## config.mk

```make
export PLATFORM = sky130hd
export DESIGN_NAME = microcode_sequencer
export DESIGN_NICKNAME = d
export VERILOG_FILES = /design/src/rtl/uop_pkg.sv /design/src/rtl/rom.sv /design/src/rtl/uop_addr_map.sv /design/src/rtl/microcode_sequencer.sv
export SDC_FILE = /design/constraint.sdc
export NUM_CORES = 1
export LEC_CHECK = 0
export CORE_MARGIN = 1.5
export CORE_UTILIZATION = 40
export CTS_CLUSTER_SIZE = 24
export DETAILED_ROUTE_END_ITERATION = 10
export PLACE_DENSITY = 0.71
export SLEW_MARGIN = 5
export SYNTH_ARGS = -nofsm -noshare
export SYNTH_HDL_FRONTEND = slang
export SYNTH_SLANG_ARGS = --single-unit
```

## constraint.sdc

```tcl
create_clock -name clk -period 3.69 [get_ports clk]
set_input_delay 0.738 -clock clk [delete_from_list [all_inputs] [get_ports clk]]
set_output_delay 0.738 -clock clk [all_outputs]
set_load 0.1 [all_outputs]
```

## src/rtl/uop_pkg.sv

```systemverilog
// Shared types and constants for the microcode sequencer: RV32I opcodes,
// per-opcode microcode base addresses and field-use flags, FSM states.
package uop_pkg;

  // RV32I major opcodes recognised by the sequencer
  typedef enum logic [6:0] {
    OPC_LOAD   = 7'b0000011,
    OPC_OP_IMM = 7'b0010011,
    OPC_AUIPC  = 7'b0010111,
    OPC_STORE  = 7'b0100011,
    OPC_OP     = 7'b0110011,
    OPC_LUI    = 7'b0110111,
    OPC_BRANCH = 7'b1100011,
    OPC_JALR   = 7'b1100111,
    OPC_JAL    = 7'b1101111
  } opcode_e;

  // Microcode routine base addresses
  localparam logic [7:0] BASE_NOP    = 8'h00;
  localparam logic [7:0] BASE_BRANCH = 8'h01;
  localparam logic [7:0] BASE_LUI    = 8'h03;
  localparam logic [7:0] BASE_AUIPC  = 8'h04;
  localparam logic [7:0] BASE_LOAD   = 8'h09;
  localparam logic [7:0] BASE_JAL    = 8'h0C;
  localparam logic [7:0] BASE_STORE  = 8'h0F;
  localparam logic [7:0] BASE_OP_IMM = 8'h12;
  localparam logic [7:0] BASE_OP     = 8'h1B;
  localparam logic [7:0] BASE_JALR   = 8'h24;

  // One row of the opcode table: is it known, where does it start,
  // does func3 offset the address, does func7[5] add 8
  typedef struct packed {
    logic       known;
    logic [7:0] base;
    logic       use_f3;
    logic       use_f7;
  } map_entry_t;

  typedef enum logic [1:0] {
    ST_IDLE  = 2'd0,
    ST_READ  = 2'd1,
    ST_ISSUE = 2'd2
  } seq_state_e;

  // The LAST flag is the top bit of a microcode word
  function automatic int uop_last_bit(input int word_w);
    return word_w - 1;
  endfunction

  function automatic map_entry_t lookup_opcode(input logic [6:0] opc);
    map_entry_t e;
    e = '{known: 1'b0, base: BASE_NOP, use_f3: 1'b0, use_f7: 1'b0};
    case (opc)
      OPC_LUI:    e = '{1'b1, BASE_LUI,    1'b0, 1'b0};
      OPC_AUIPC:  e = '{1'b1, BASE_AUIPC,  1'b0, 1'b0};
      OPC_JAL:    e = '{1'b1, BASE_JAL,    1'b0, 1'b0};
      OPC_JALR:   e = '{1'b1, BASE_JALR,   1'b0, 1'b0};
      OPC_BRANCH: e = '{1'b1, BASE_BRANCH, 1'b1, 1'b0};
      OPC_LOAD:   e = '{1'b1, BASE_LOAD,   1'b1, 1'b0};
      OPC_STORE:  e = '{1'b1, BASE_STORE,  1'b1, 1'b0};
      OPC_OP_IMM: e = '{1'b1, BASE_OP_IMM, 1'b1, 1'b0};
      OPC_OP:     e = '{1'b1, BASE_OP,     1'b1, 1'b1};
      default:    ;
    endcase
    return e;
  endfunction

endpackage

```

## src/rtl/rom.sv

```systemverilog
// Microcode ROM with a one-cycle registered read. Routine layout:
// 0x00-0x08 single-word, 0x09-0x11 LAST on odd addresses, 0x12-0x14 a
// three-word routine, 0x15-0x1A single-word, everything above has no LAST
// (those routines end only by the step limit).
module rom #(
  parameter int AW = 6,
  parameter int DW = 32
) (
  input  logic          clk,
  input  logic [AW-1:0] addr,
  output logic [DW-1:0] data
);

  localparam int DEPTH = 2 ** AW;
  localparam int PW    = DW - 1;

  logic [DW-1:0] rom_mem [DEPTH];
  logic [DW-1:0] data_d;
  logic [DW-1:0] data_q;

  function automatic logic [DW-1:0] rom_word(input int a);
    logic          last;
    logic [PW-1:0] payload;
    if (a <= 8)        last = 1'b1;
    else if (a <= 17)  last = a[0];
    else if (a <= 19)  last = 1'b0;
    else if (a <= 26)  last = 1'b1;
    else               last = 1'b0;
    payload = PW'(64'(a) * 64'h9E37_79B1);
    return {last, payload};
  endfunction

  for (genvar gi = 0; gi < DEPTH; gi++) begin : g_rom
    assign rom_mem[gi] = rom_word(gi);
  end

  // Address lookup feeding the read register
  always_comb begin
    data_d = rom_mem[addr];
  end

  // Synchronous read port
  always_ff @(posedge clk) begin
    data_q <= data_d;
  end

  assign data = data_q;

endmodule

```

## src/rtl/uop_addr_map.sv

```systemverilog
// Combinational decode of an RV32I instruction into a microcode base
// address plus an illegal flag. Illegal instructions map to the no-op
// routine at address 0.
module uop_addr_map
  import uop_pkg::*;
#(
  parameter int XLEN    = 32,
  parameter int UADDR_W = 6
) (
  input  logic [XLEN-1:0]    instruction,
  output logic [UADDR_W-1:0] uaddr,
  output logic               illegal
);

  // Wide enough for a carry out of UADDR_W bits and for the 8-bit bases
  localparam int SUM_W = (UADDR_W + 1 > 9) ? UADDR_W + 1 : 9;

  map_entry_t       entry;
  logic [SUM_W-1:0] wide_sum;
  logic             overflow;

  // Base + func3 (+8 for func7[5]); anything that spills past UADDR_W is illegal
  always_comb begin
    entry    = lookup_opcode(instruction[6:0]);
    wide_sum = SUM_W'(entry.base);
    if (entry.use_f3) wide_sum = wide_sum + SUM_W'(instruction[14:12]);
    if (entry.use_f7) wide_sum = wide_sum + SUM_W'({instruction[30], 3'b000});
    overflow = |wide_sum[SUM_W-1:UADDR_W];
    illegal  = ~entry.known | overflow;
    uaddr    = illegal ? '0 : wide_sum[UADDR_W-1:0];
  end

endmodule

```

## src/rtl/microcode_sequencer.sv

```systemverilog
// Accepts one RV32I instruction per handshake, looks up its microcode
// routine and issues the routine one word at a time to execute. Routines
// are cut short at MAX_UOPS steps or at the top of the ROM.
module microcode_sequencer
  import uop_pkg::*;
#(
  parameter int XLEN     = 32,
  parameter int UADDR_W  = 6,
  parameter int UWORD_W  = 32,
  parameter int MAX_UOPS = 8
) (
  input  logic               clk,
  input  logic               rst,
  input  logic               instr_valid,
  output logic               instr_ready,
  input  logic [XLEN-1:0]    instruction,
  output logic               uop_valid,
  input  logic               uop_ready,
  output logic [UWORD_W-1:0] microcode,
  output logic [UADDR_W-1:0] uop_addr,
  output logic               uop_last,
  output logic [24:0]        instruction_data,
  output logic               illegal,
  output logic               seq_fault
);

  localparam int CNT_W    = $clog2(MAX_UOPS) + 1;
  localparam int LAST_BIT = uop_last_bit(UWORD_W);

  seq_state_e         state_q, state_d;
  logic [UADDR_W-1:0] uaddr_q, uaddr_d;
  logic [CNT_W-1:0]   count_q, count_d;
  logic [24:0]        idata_q, idata_d;
  logic               illegal_q, illegal_d;

  logic [UADDR_W-1:0] map_uaddr;
  logic               map_illegal;
  logic               accept;
  logic               issue;
  logic               rom_last;
  logic               forced;

  uop_addr_map #(
    .XLEN    (XLEN),
    .UADDR_W (UADDR_W)
  ) u_addr_map (
    .instruction (instruction),
    .uaddr       (map_uaddr),
    .illegal     (map_illegal)
  );

  rom #(
    .AW (UADDR_W),
    .DW (UWORD_W)
  ) u_rom (
    .clk  (clk),
    .addr (uaddr_q),
    .data (microcode)
  );

  assign instr_ready      = (state_q == ST_IDLE) & ~rst;
  assign accept           = instr_valid & instr_ready;
  assign issue            = (state_q == ST_ISSUE);
  assign rom_last         = microcode[LAST_BIT];
  // Force an end on the final allowed step or when the next address would wrap
  assign forced           = (count_q == CNT_W'(MAX_UOPS - 1)) | (&uaddr_q);
  assign uop_valid        = issue;
  assign uop_last         = issue & (rom_last | forced);
  assign seq_fault        = issue & forced & ~rom_last;
  assign uop_addr         = uaddr_q;
  assign instruction_data = idata_q;
  assign illegal          = illegal_q;

  // Next-state and datapath updates for IDLE -> READ -> ISSUE stepping
  always_comb begin
    state_d   = state_q;
    uaddr_d   = uaddr_q;
    count_d   = count_q;
    idata_d   = idata_q;
    illegal_d = illegal_q;
    case (state_q)
      ST_IDLE: begin
        if (accept) begin
          idata_d   = instruction[31:7];
          uaddr_d   = map_uaddr;
          illegal_d = map_illegal;
          count_d   = '0;
          state_d   = ST_READ;
        end
      end
      ST_READ: begin
        state_d = ST_ISSUE;
      end
      ST_ISSUE: begin
        if (uop_ready) begin
          if (uop_last) begin
            state_d = ST_IDLE;
          end else begin
            uaddr_d = uaddr_q + UADDR_W'(1);
            count_d = count_q + CNT_W'(1);
            state_d = ST_READ;
          end
        end
      end
      default: state_d = ST_IDLE;
    endcase
  end

  // State registers; reset drops any routine in flight
  always_ff @(posedge clk or posedge rst) begin
    if (rst) begin
      state_q   <= ST_IDLE;
      uaddr_q   <= '0;
      count_q   <= '0;
      idata_q   <= '0;
      illegal_q <= 1'b0;
    end else begin
      state_q   <= state_d;
      uaddr_q   <= uaddr_d;
      count_q   <= count_d;
      idata_q   <= idata_d;
      illegal_q <= illegal_d;
    end
  end

endmodule

```

; Word-level counts from Yosys, hierarchy flattened
; Memory sizes are Yosys's and may differ from the RTL's. A register that Yosys moved wholly into a read port is not among the register bits.
; Cells that the tools add are included.
; Widths: inputs -> output; s select.
[totals]
inputBits = 36
word_cells = 60
reg_bits = 38
mem_bits_ro = 2048
memories = 1
[mem_list]
columns = name, depth, width, read_ports, rd_clocked_by_memory_dff, wr, line_no
row1 = (name not given), 64, 32, 1, 1, 0, rom.sv:39  ; data_d = rom_mem[addr];
[op_classes]
mux = 16
bitwise_logic = 12
n_reduce_logical = 7
addsub = 4
eq_ne = 15
[ops]
columns = cell, n
row1 = $pmux 11 s9, 1
row2 = $mux 6, 4
row3 = $eq 7x6->1 const B, 3
row4 = $eq 7x7->1 const B, 3
row5 = $mux 9, 2
row6 = $eq 7x5->1 const B, 2
row7 = $mux 4, 3
row8 = $pmux 6 s2, 1
row9 = $add 8x3->9, 1
row10 = $add 9x4->9, 1
row11 = $pmux 4 s2, 1
row12 = $eq 7x2->1 const B, 1
row13 = $not 6->7, 1
row14 = $add 6x1->6 const B, 1
row15 = $ne 2x2->1 const B, 3
row16 = $pmux 2 s3, 1
row17 = $reduce_and 6->1, 1
row18 = $and 1x1->1, 5
row19 = $add 4x1->4 const B, 1
row20 = $eq 4x3->1 const B, 1
row21 = $mux 2, 2
row22 = $reduce_and 2->1, 2
row23 = $reduce_and 4->1, 1
row24 = $not 1->1, 3
row25 = other kinds (7), 9

; Longest topological paths before layout
; Gate-level depths: netlist of run 1.
[logic_depth]
word_depth = 11
depth_mapped = 17
depth_no_buf = 16

; By module
; Synthesis of run 1 repeated with hierarchy kept, for this count alone.
[hier_totals]
hier_cells = 596
area_unflattened_um2 = 5340.1
[by_module_without_submodules]
columns = module, instances, cells_each, seq_area_each_um2, area_per_inst_um2
row1 = rom, 1, 382, 640.6, 3040.4
row2 = microcode_sequencer, 1, 133, 950.9, 1699.1
row3 = uop_addr_map, 1, 81, 0.0, 600.6

; Worst setup path after synthesis of run 1
; Ideal clock, no wire load.
[synth_path]
path_kind = register -> output
startpoint = register uaddr_q[1], in the netlist uop_addr[1]
endpoint = output seq_fault
setup_slack_ps = -995
arrival_time_ps = 3947
t_required_ps = 2952
stages_incl_launch_ff = 6
cell_sequence = dfrtp_1 ha_1 buf_2 nand3_1 o21a_1 nor3_1
[synth_via]
elab_chain_cells = 4
[synth_rtl]
columns = item, line_no
row1 = from (decl), microcode_sequencer.sv:31  ; logic [UADDR_W-1:0] uaddr_q, uaddr_d;
row2 = from (signal assigned), microcode_sequencer.sv:119  ; uaddr_q <= uaddr_d;
row3 = $reduce_and 6->1, microcode_sequencer.sv:66  ; assign forced = (count_q == CNT_W'(MAX_UOPS - 1)) | (&uaddr_q);
row4 = $or 1x1->1, microcode_sequencer.sv:66
row5 = $and 1x1->1 (2 in a row), microcode_sequencer.sv:69  ; assign seq_fault = issue & forced & ~rom_last;
row6 = to (decl), microcode_sequencer.sv:24  ; output logic seq_fault
; Every way passes these cells.

; Worst setup path after layout of run 1
[layout_path]
startpoint = input instruction[2]
endpoint = register uaddr_q[0], in the netlist uop_addr[0]
[layout_via]
elab_chain_cells = 11
elab_cells_between_ends = 20
cone_classes = add/sub (2) / eq/ne (9) / mux (6) / bitwise (2) / reduce/logical (1)
[layout_rtl]
columns = item, line_no
row1 = from (decl), microcode_sequencer.sv:16  ; input logic [XLEN-1:0] instruction,
row2 = $eq 7x6->1 (tied with other cells), uop_pkg.sv:53  ; case (opc)
row3 = $pmux 11 s9 *, uop_pkg.sv:53
row4 = $add 8x3->9, uop_addr_map.sv:26  ; if (entry.use_f3) wide_sum = wide_sum + SUM_W'(instruction[14:12]);
row5 = $mux 9, uop_addr_map.sv:26
row6 = $add 9x4->9, uop_addr_map.sv:27  ; if (entry.use_f7) wide_sum = wide_sum + SUM_W'({instruction[30], 3'b000});
row7 = $mux 9, uop_addr_map.sv:27
row8 = $reduce_or 3->1, uop_addr_map.sv:28  ; overflow = |wide_sum[SUM_W-1:UADDR_W];
row9 = $or 1x1->1, uop_addr_map.sv:29  ; illegal = ~entry.known | overflow;
row10 = $mux 6 *, uop_addr_map.sv:30  ; uaddr = illegal ? '0 : wide_sum[UADDR_W-1:0];
row11 = $mux 6 *, microcode_sequencer.sv:83  ; if (accept) begin
row12 = $pmux 6 s2 *, microcode_sequencer.sv:81  ; case (state_q)
; Every way passes the cells marked *; elsewhere a longest branch is shown, timed or not. The select of a mux whose other input is x is not followed.
; A chain may end at the register's enable or synchronous reset.

==> results.ini, run 1 <==
[outcome]
status = completed

[cts]
cts_tree = done
clkLatencyLatePin_ps = 350
clk_pin_slew_worst_paths_ps = 70
ctsLongestPathBuffers = 2
root_buffer = clkbuf_16
ctsHoldBuffers = 0
h-tree-depth = 3
cts.sinks = 70
cts_made_buffers = 9

[setup_path]
critPathMaxFanout = 6
startpoint_type = primary input
path_cells = dlygate4sd2_1, nand2_2, nor4_4, o21ai_1, nand2_1, ha_1, a21o_1, a21o_1, a222oi_1, o21a_1, ha_2, nand2b_1, a2111o_1, o21ai_0, o221ai_1
worstPathRequired_ps = 3890
end_kind = register
worstSetupPathType = primary input to register
cp_common_cell = a21o_1
slowest_delay_ps = 410
critPathSlowestCell = a2111o_1
arrival_ps = 3750

[floorplan]
io_pins = 104
initial_utilization_pct = 40.8
fp.dieH_um = 113
dieArea_mm2 = 0.0128
num_rows = 40
die_w_um = 113
core_area_mm2 = 0.0119

[logic_synthesis]
ys_warn_count = 0
netlist_instances = 622
syn-cell-area_mm2 = 0.00486
synthAdderAreaFrac_pct = 5.56
async_flop_share_pct = 54.3
yosysTopAreaCell = dfrtp_1
synth-seq-area-share_pct = 32.7
synth.distinct_cells = 67
synth.net_count = 679
synth_edf_count = 0
synthTopCellsByArea = dfrtp_1 (20%), dfxtp_1 (13%), nand2_1 (10%)
synth-xor-area-share_pct = 1.62
synth_compound_area_share_pct = 24.0
synth_top_area_share_pct = 19.6
ys_ff_latch = 70
synthSimpleGateAreaFrac_pct = 23.4
yosys-mux-area-fraction_pct = 6.82
syn_area_per_cell_um2 = 7.82
synthFlopType = dfrtp_1
synth_top_family_by_area = compound AO/OA/AOI/OAI gates

[global_routing]
grt_pass1_vias = 4966
grt_max_degree = 52
grt_usage_pct = 23.5
overflow = 0
grt_antenna_before_repair = 0
grt_first_pass_wirelength_mm = 24.1

[sta]
setup_ws_ps = 142
relSlewSlack_pct = 32.7
fin_skew_ps = 7.48
whs_ps = 473
max_freq_mhz = 282
finalSetupTns_ps = 0
tightest_slew_ps = 1010
period_minus_slack_ps = 3550
setup_viol = 0
drv_slew = 0
hold_violations = 0
period_share_pct = 96.2

[route]
detail_route.wl_per_cell_um = 16.8
drtIter0Drc = 428
via_per_inst = 5.88
drtPass1Iterations = 6
drt_wl_total_mm = 14.7
drc = 0
vias = 5165
ant_nets = 0

[placement]
io_buffers = 103
dp_slack_ps = -516
gp_congestion = 0.934
dp_hpwl_mm = 10.2
placedCellCount = 860

[cells_and_area]
antenna_cells = 0
n_fill_cell = 1089
drive_gt1_share_pct = 15.0
final_common_cell = nand2_1
synthToLayoutAreaGrowth_pct = 35.0
layout_common_cells = nand2_1 (134), clkdlybuf4s50_1 (86), o21ai_0 (56)
fin_nets = 783
final_cells = 878

[min_path]
hp-class = register to register

[flow_run]
cap_viol_max_count = 0

## stage by stage
stage | instance area, µm² | utilization (%)
2_1_floorplan | 4870 | -
3_3_place_gp | 6180 | 51.8
6_report | 6570 | 55.1
3_5_place_dp | 6180 | 51.8
5_1_grt | 6570 | 55.1
4_1_cts | 6470 | 54.3
## metal layers
layer / vias to the layer above / global-route usage [%] / routed length (µm)
li1: 2427 / - / -
met1: 2412 / 28.3 / 5790
met2: 276 / 38.8 / 7110
met3: 50 / 6.37 / 1290
met4: 0 / 11.6 / 548
met5: - / 0 / 0
## cell type report
type | instances | area (µm²) | share of cell area, %
clock buffer | 9 | 225 | 3.43
clock inverter | 7 | 63.8 | 0.972
inverter | 16 | 60.1 | 0.915
multi-input combinational | 483 | 3070 | 46.7
sequential | 70 | 1600 | 24.3
tap | 147 | 184 | 2.80
timing repair buffer | 146 | 1370 | 20.9
## synthesized netlist by cell type (3+ instances only)
cell,n
nand2_1,135
o21ai_0,58
a21oi_1,44
dfrtp_1,38
nor2_1,37
dfxtp_1,32
clkbuf_1,31
ha_1,20
buf_2,15
nand2b_1,15
nand3_1,14
inv_1,12
mux4_2,11
o211ai_1,10
nor2b_1,9
nor3_1,8
o21a_1,8
o221ai_1,7
a21o_1,6
a31oi_1,6
buf_1,6
o31ai_1,6
and2_1,5
mux2i_1,5
xnor2_1,5
a311oi_1,4
clkinv_1,4
nor4_1,4
or3_1,4
xor2_1,4
a211oi_1,3
and3_1,3
mux2_2,3
nand3b_1,3
nand4_1,3
o22a_1,3
o311ai_0,3
## state kept, by name, summed over array words and instances (netlist names)
signal / count
count_q: 4
illegal: 1
instruction_data: 25
state_q: 2
u_rom.data: 32
uop_addr: 6
## cell families (layout without fill, tap and decap cells)
logic type / after synthesis / count (layout)
and+or+nand+nor: 251 / 251
AOI/OAI and AO/OA: 183 / 183
buffers and inverters: 69 / 178
adders and majority gates: 21 / 21
DFF: 70 / 70
xor gates and xnor gates: 9 / 9
muxes: 19 / 19
## repair_timing
action	4_1_cts	5_1_grt
pin swaps	0	10
gates resized for setup	3	21
buffers inserted	0	2
setup endpoints to repair	4	7
## critical path: cells and delay by family
family          cells  cell delay (ps)
fa+ha+maj           2              410
simple gates        4              430
compound gates      8             1840
buf+inv             1              330
## final timing paths
check	startpoint	endpoint	slack [ps]	cells past startpoint
setup / recovery	instruction[2]	uop_addr[0]	140	15
hold / removal	instruction_data[4]	instruction_data[4]	470	2
setup reg to reg	uop_addr[2]	u_rom.data[24]	950	5
hold reg to reg	instruction_data[4]	instruction_data[4]	470	2
max in group asynchronous	rst	uop_addr[2]	2100	3
min in group asynchronous	rst	instruction_data[9]	830	2
Power of run 1 is not shown: default switching activity piles up to over one toggle a cycle in this logic, so the estimate is an artifact.
==> inputs of run 2 (changes only) <==
- CTS_BUF_LIST: unset -> sky130_fd_sc_hd__clkbuf_8
==> run 2 against run 1 <==
Compared with the run above:
- core utilization is 0.98 points lower
- wire length is 0.74% lower
- worst hold slack better by 8.6 ps
- via count is 0.31% higher
- largest cell class unchanged
==> results.ini, run 2 (same netlist as run 1, synthesis figures left out) <==
[cts]
root_buffer = clkbuf_8
cts_tree = done
clk_pin_slew_worst_paths_ps = 90  ; +20 ps
h-tree-depth = 3  ; unchanged
ctsHoldBuffers = 0  ; unchanged
cts.sinks = 70  ; unchanged
cts_made_buffers = 9  ; unchanged
ctsLongestPathBuffers = 2  ; unchanged
clkLatencyLatePin_ps = 380  ; +30 ps

[placement]
dp_hpwl_mm = 10.2  ; unchanged
place_area_mm2 = 0.00618  ; unchanged
io_buffers = 103  ; unchanged
dp_slack_ps = -516  ; unchanged
gp_congestion = 0.934  ; unchanged

[floorplan]
dieArea_mm2 = 0.0128  ; unchanged
core_area_mm2 = 0.0119  ; unchanged
io_pins = 104  ; unchanged
initial_utilization_pct = 40.8  ; unchanged
die_w_um = 113  ; unchanged
fp.dieH_um = 113  ; unchanged
num_rows = 40  ; unchanged

[route]
drc = 0  ; unchanged
ant_nets = 0  ; unchanged
drtPass1Iterations = 6  ; unchanged
via_per_inst = 5.91  ; +0.42%
drtIter0Drc = 446  ; +4.2%
vias = 5181  ; +0.31%
drt_wl_total_mm = 14.6  ; -0.74%
detail_route.wl_per_cell_um = 16.7  ; -0.63%

[cells_and_area]
postLayoutCellArea_mm2 = 0.00645  ; -1.8%
multi_input_area_mm2 = 0.00306  ; -0.12%
n_fill_cell = 1106  ; +1.6%
antenna_cells = 0  ; unchanged
finalCoreUtilization_pct = 54.1  ; -0.98 points
largest_register_ffs = 32  ; unchanged
layout_common_cells = nand2_1 (134), clkdlybuf4s50_1 (86), o21ai_0 (56)
drive_gt1_share_pct = 14.9  ; -0.12 points
final_common_cell = nand2_1
seq_area_mm2 = 0.00160  ; unchanged
fin_nets = 782  ; -0.13%
synthToLayoutAreaGrowth_pct = 32.6

[global_routing]
grt_antenna_before_repair = 0  ; unchanged
grt_max_degree = 52  ; unchanged
overflow = 0  ; unchanged
grt_busiest_layer = met2
grtUsageMet2_pct = 39.0  ; +0.24 points
met1_usage_pct = 27.8  ; -0.44 points
grt_usage_pct = 23.3  ; -0.18 points
grtUsageMet3_pct = 5.84  ; -0.54 points
grt_first_pass_wirelength_mm = 24.0  ; -0.49%
grt_pass1_vias = 5004  ; +0.77%

[setup_path]
arrival_ps = 3630  ; -120 ps
startpoint_type = primary input
worstSetupPathType = primary input to register
critPathMaxFanout = 5  ; -1
end_kind = register
ff2ff_path_depth = 5  ; unchanged
worstPathRequired_ps = 3920  ; +30 ps

[sta]
tightest_slew_ps = 1010  ; -0.826 ps
setup_ws_ps = 293  ; +151 ps
period_share_pct = 92.1  ; -4.1 points
finalSetupTns_ps = 0  ; unchanged
relSlewSlack_pct = 32.7  ; +0.055 points
hold_violations = 0  ; unchanged
period_minus_slack_ps = 3400  ; -151 ps
max_freq_mhz = 294  ; +4.4%
setup_viol = 0  ; unchanged
rsz0062_at_grt = no
drv_slew = 0  ; unchanged
fin_skew_ps = 13.3  ; +5.83 ps

[min_path]
hp-class = register to register
hold_depth = 2  ; unchanged

[flow_run]
cap_viol_max_count = 0  ; unchanged

[outcome]
status = completed

## run 2: cell count changes in the layout (fill, tap and decap cells not counted), sizes merged
cell and change:
dlygate4sd2 -1, buf -1, clkbuf +1
## run 2: worst max-delay path, stage by stage
cell            delay (ps)
dlymetal6s2s_1         190
buf_4                  180
nand4bb_1              210
o21ai_2                170
ha_2                   190
buf_4                  100
a21o_1                 110
a21oi_1                110
a21o_1                 190
a222oi_1               250
o21a_1                 180
ha_2                   180
nand2b_1                50
a2111o_1               410
o21ai_4                250
o211ai_1               120
## run 2: repair_timing
item                                    4_1_cts  5_1_grt
endpoints found under the setup margin        4        7
resized for setup                             2       23
pin swaps                                     0        9
setup buffers                                 0        1
gates cloned                                  0        0
## run 2: cell type report
| cell class | count | area share [%] |
|---|---|---|
| repair buffers | 145 | 21.1 |
| well taps | 147 | 2.85 |
| clock inverters | 7 | 0.990 |
| inverters | 16 | 0.931 |
| flip-flops and latches | 70 | 24.7 |
| clock buffers | 9 | 1.92 |
| multi-input cells | 483 | 47.5 |
## run 2: metal layers
| layer | wire, µm | vias up |
|---|---|---|
| met4 | 542 | 0 |
| li1 | - | 2420 |
| met1 | 5730 | 2451 |
| met3 | 1190 | 51 |
| met2 | 7170 | 259 |
| met5 | 0 | - |
## run 2: stage by stage
step / cells / hold slack [ps]
detailed placement: 860 / 462
CTS: 876 / 485
global placement: 860 / 458
finish: 877 / 481
floorplan: 622 / 476
global route: 877 / 505
## run 2: final timing paths
path | slack [ps] | endpoint | start
max in group asynchronous | 2130 | uop_addr[3] | rst
worst max register to register | 950 | u_rom.data[24] | uop_addr[2]
worst max-delay path | 290 | uop_addr[3] | instruction[3]
min in group asynchronous | 790 | instruction_data[9] | rst
worst min register to register | 480 | instruction_data[4] | instruction_data[4]
worst min-delay path | 480 | instruction_data[4] | instruction_data[4]
Power of run 2 is left out for the same reason.
==> inputs of run 3 (changes only) <==
- PLACE_DENSITY: 0.71 -> 0.7
- SYNTH_HIERARCHICAL: unset -> 1
==> run 3 against run 2 <==
Compared with the run above:
- cell count down 1.0%
- via count down 0.83%
- setup slack worse by 250 ps
- sequential cell count unchanged
- area after synthesis up 9.8%
- core utilization down 2.1 points
- die area up 9.6%
- synthesized cell count down 4.2%
- worst hold slack better by 26 ps
- first-iteration DRC count down 20%
- critical path depth up 1
- sequential share of layout area down 1.4 points
- critical path type unchanged
- highest routed layer unchanged
==> results.ini, run 3 <==
[outcome]
status = completed

[route]
drtPass1Iterations = 5  ; -1
vias = 5138  ; -0.83%
drc = 0  ; unchanged
ant_nets = 0  ; unchanged
drt_wl_total_mm = 15.2  ; +3.7%
via_per_inst = 5.92  ; +0.20%
drtIter0Drc = 359  ; -20%
detail_route.wl_per_cell_um = 17.5  ; +4.8%

[floorplan]
io_pins = 104  ; unchanged
dieArea_mm2 = 0.0141  ; +9.6%
core_area_mm2 = 0.0131  ; +10%
die_w_um = 119  ; +4.7%
fp.dieH_um = 119  ; +4.7%
num_rows = 42  ; +5.0%
initial_utilization_pct = 40.6  ; -0.17 points

[cells_and_area]
synthToLayoutAreaGrowth_pct = 27.9
largest_register_ffs = 32  ; unchanged
fin_nets = 744  ; -4.9%
n_fill_cell = 1230  ; +11%
layout_common_cells = clkdlybuf4s50_1 (90), buf_4 (43), nand2_1 (41)
multi_input_area_mm2 = 0.00338  ; +10%
seq_area_mm2 = 0.00160  ; unchanged
postLayoutCellArea_mm2 = 0.00683  ; +5.9%
final_common_cell = clkdlybuf4s50_1
antenna_cells = 0  ; unchanged
drive_gt1_share_pct = 19.5  ; +4.6 points

[logic_synthesis]
syn-cell-area_mm2 = 0.00534  ; +9.8%
synthTopCellsByArea = dfrtp_1 (18%), dfxtp_1 (12%), mux2_2 (5.9%)
yosysMostFrequentCell = nand2_1
ys_warn_count = 6  ; +6
syn_area_per_cell_um2 = 8.96  ; +15%
synth.distinct_cells = 91  ; +36%
synth_compound_area_share_pct = 26.1  ; +2.0 points
synth-seq-area-share_pct = 29.8  ; -2.9 points
synth_top_area_share_pct = 17.8  ; -1.8 points
synth-xor-area-share_pct = 1.90  ; +0.28 points
synth_top_family_by_area = compound AO/OA/AOI/OAI gates
synth.net_count = 653  ; -3.8%
synthSimpleGateAreaFrac_pct = 17.0  ; -6.4 points
ys_ff_latch = 70  ; unchanged
synth_edf_count = 0  ; unchanged
netlist_instances = 596  ; -4.2%
synthFlopType = dfrtp_1
ys_top_cells_by_count = nand2_1 (41), dfrtp_1 (38), nor2_1 (38)
yosysTopAreaCell = dfrtp_1
async_flop_share_pct = 54.3  ; unchanged
yosys-mux-area-fraction_pct = 11.5  ; +4.7 points
synthAdderAreaFrac_pct = 5.62  ; +0.065 points

[setup_path]
worstPathRequired_ps = 4000  ; +80 ps
arrival_ps = 3960  ; +330 ps
end_kind = register
startpoint_type = primary input
rr_startpoint = uop_addr[0]
critPathSlowestCell = clkdlybuf4s50_1
slowest_delay_ps = 450  ; +40 ps
path_cells = clkdlybuf4s50_1, nor2_2, nand2_1, or3_1, a21oi_2, ha_4, buf_4, nor2b_1, o221a_2, xnor2_1, nor2_1, ha_1, a21oi_1, mux2i_1, a211oi_1, o22ai_1, a2bb2oi_1
crit_start = instruction[3]
worstSetupPathType = primary input to register
critPathMaxFanout = 3  ; -2
worst-r2r-setup-slack_ps = 1080  ; +130 ps

[placement]
dp_hpwl_mm = 10.1  ; -1.4%
io_buffers = 103  ; unchanged
dp_slack_ps = -397  ; +119 ps
gp_congestion = 0.954  ; +2.1%
place_area_mm2 = 0.00653  ; +5.7%

[sta]
whs_ps = 508  ; +26.4 ps
fin_skew_ps = 16.0  ; +2.64 ps
max_freq_mhz = 274  ; -7.0%
period_share_pct = 99.0  ; +6.9 points
setup_ws_ps = 38.7  ; -254 ps
finalSetupTns_ps = 0  ; unchanged
tightest_slew_ps = 1010  ; +1.14 ps
hold_violations = 0  ; unchanged
setup_viol = 0  ; unchanged
relSlewSlack_pct = 32.7  ; -0.076 points
period_minus_slack_ps = 3650  ; +254 ps
drv_slew = 0  ; unchanged

[cts]
cts_made_buffers = 9  ; unchanged
ctsLongestPathBuffers = 2  ; unchanged
h-tree-depth = 3  ; unchanged
clkLatencyLatePin_ps = 380  ; about the same
cts_tree = done
cts.sinks = 70  ; unchanged
ctsHoldBuffers = 0  ; unchanged
root_buffer = clkbuf_8
clk_pin_slew_worst_paths_ps = 90  ; about the same

[global_routing]
grt_max_degree = 89  ; +71%
grt_pass1_vias = 4999  ; -0.10%
overflow = 0  ; unchanged
grt_antenna_before_repair = 0  ; unchanged
grt_usage_pct = 21.7  ; -1.6 points
grt_first_pass_wirelength_mm = 25.0  ; +4.0%

[flow_run]
cap_viol_max_count = 0  ; unchanged

[min_path]
hp-class = register to register
hp-start = instruction_data[17]

run 3: cell types whose count changed after synthesis, sizes merged, moves of 6 or more:
cell	delta
o21ai	-23
o41ai	+7
buf	+30
clkbuf	-24
nand2	-95
a21oi	-9
o22ai	+6
inv	+9
mux2	+27
a2bb2oi	+6
mux2i	+9
run 3: logic make-up after synthesis:
logic type | after synthesis
muxes | 50
and+or+nand+nor | 171
DFF | 70
buffers and inverters | 81
xor gates and xnor gates | 10
adders and majority gates | 24
AOI/OAI and AO/OA | 190
run 3: layout make-up:
type	instances	share of cell area, %
multi-input combinational	445	49.5
clock buffer	9	1.81
clock inverter	7	1.52
sequential	70	23.4
timing repair buffer	139	19.3
inverter	22	1.25
tap	176	3.22
run 3: path summary, 6_finish.rpt:
check | end | cells past startpoint
setup / recovery | uop_addr[5] | 17
hold reg to reg | instruction_data[17] | 1
max in group asynchronous | instruction_data[17] | 3
setup reg to reg | uop_addr[1] | 7
min in group asynchronous | instruction_data[11] | 2
hold / removal | instruction_data[17] | 1
run 3: metal layers:
layer | up-vias | global-route usage (%) | wire, µm
li1 | 2394 | - | -
met1 | 2472 | 27.6 | 6360
met2 | 242 | 34.7 | 7310
met3 | 30 | 5.69 | 1120
met4 | 0 | 9.64 | 388
met5 | - | 0 | 0
run 3: metrics by stage:
step,cells,util (%)
2_1_floorplan,596,-
3_3_place_gp,850,49.7
3_5_place_dp,850,49.7
4_1_cts,866,51.4
5_1_grt,868,52.0
6_report,868,52.0
run 3: worst max-delay path, delay by kind of cell:
kind	cells	cell delay, ps
AO/OA/AOI/OAI	6	1200
AND/OR/NAND/NOR	5	750
buffers and inverters	2	590
adder cells (fa/ha/maj)	2	460
XOR/XNOR	1	140
multiplexers	1	100
run 3: what timing repair did:
item,CTS,global route
endpoints found under the setup margin,0,6
gates resized for setup,0,16
buffers inserted,0,2
endpoints found under the hold margin,0,0
Power of run 3 is left out for the same reason.
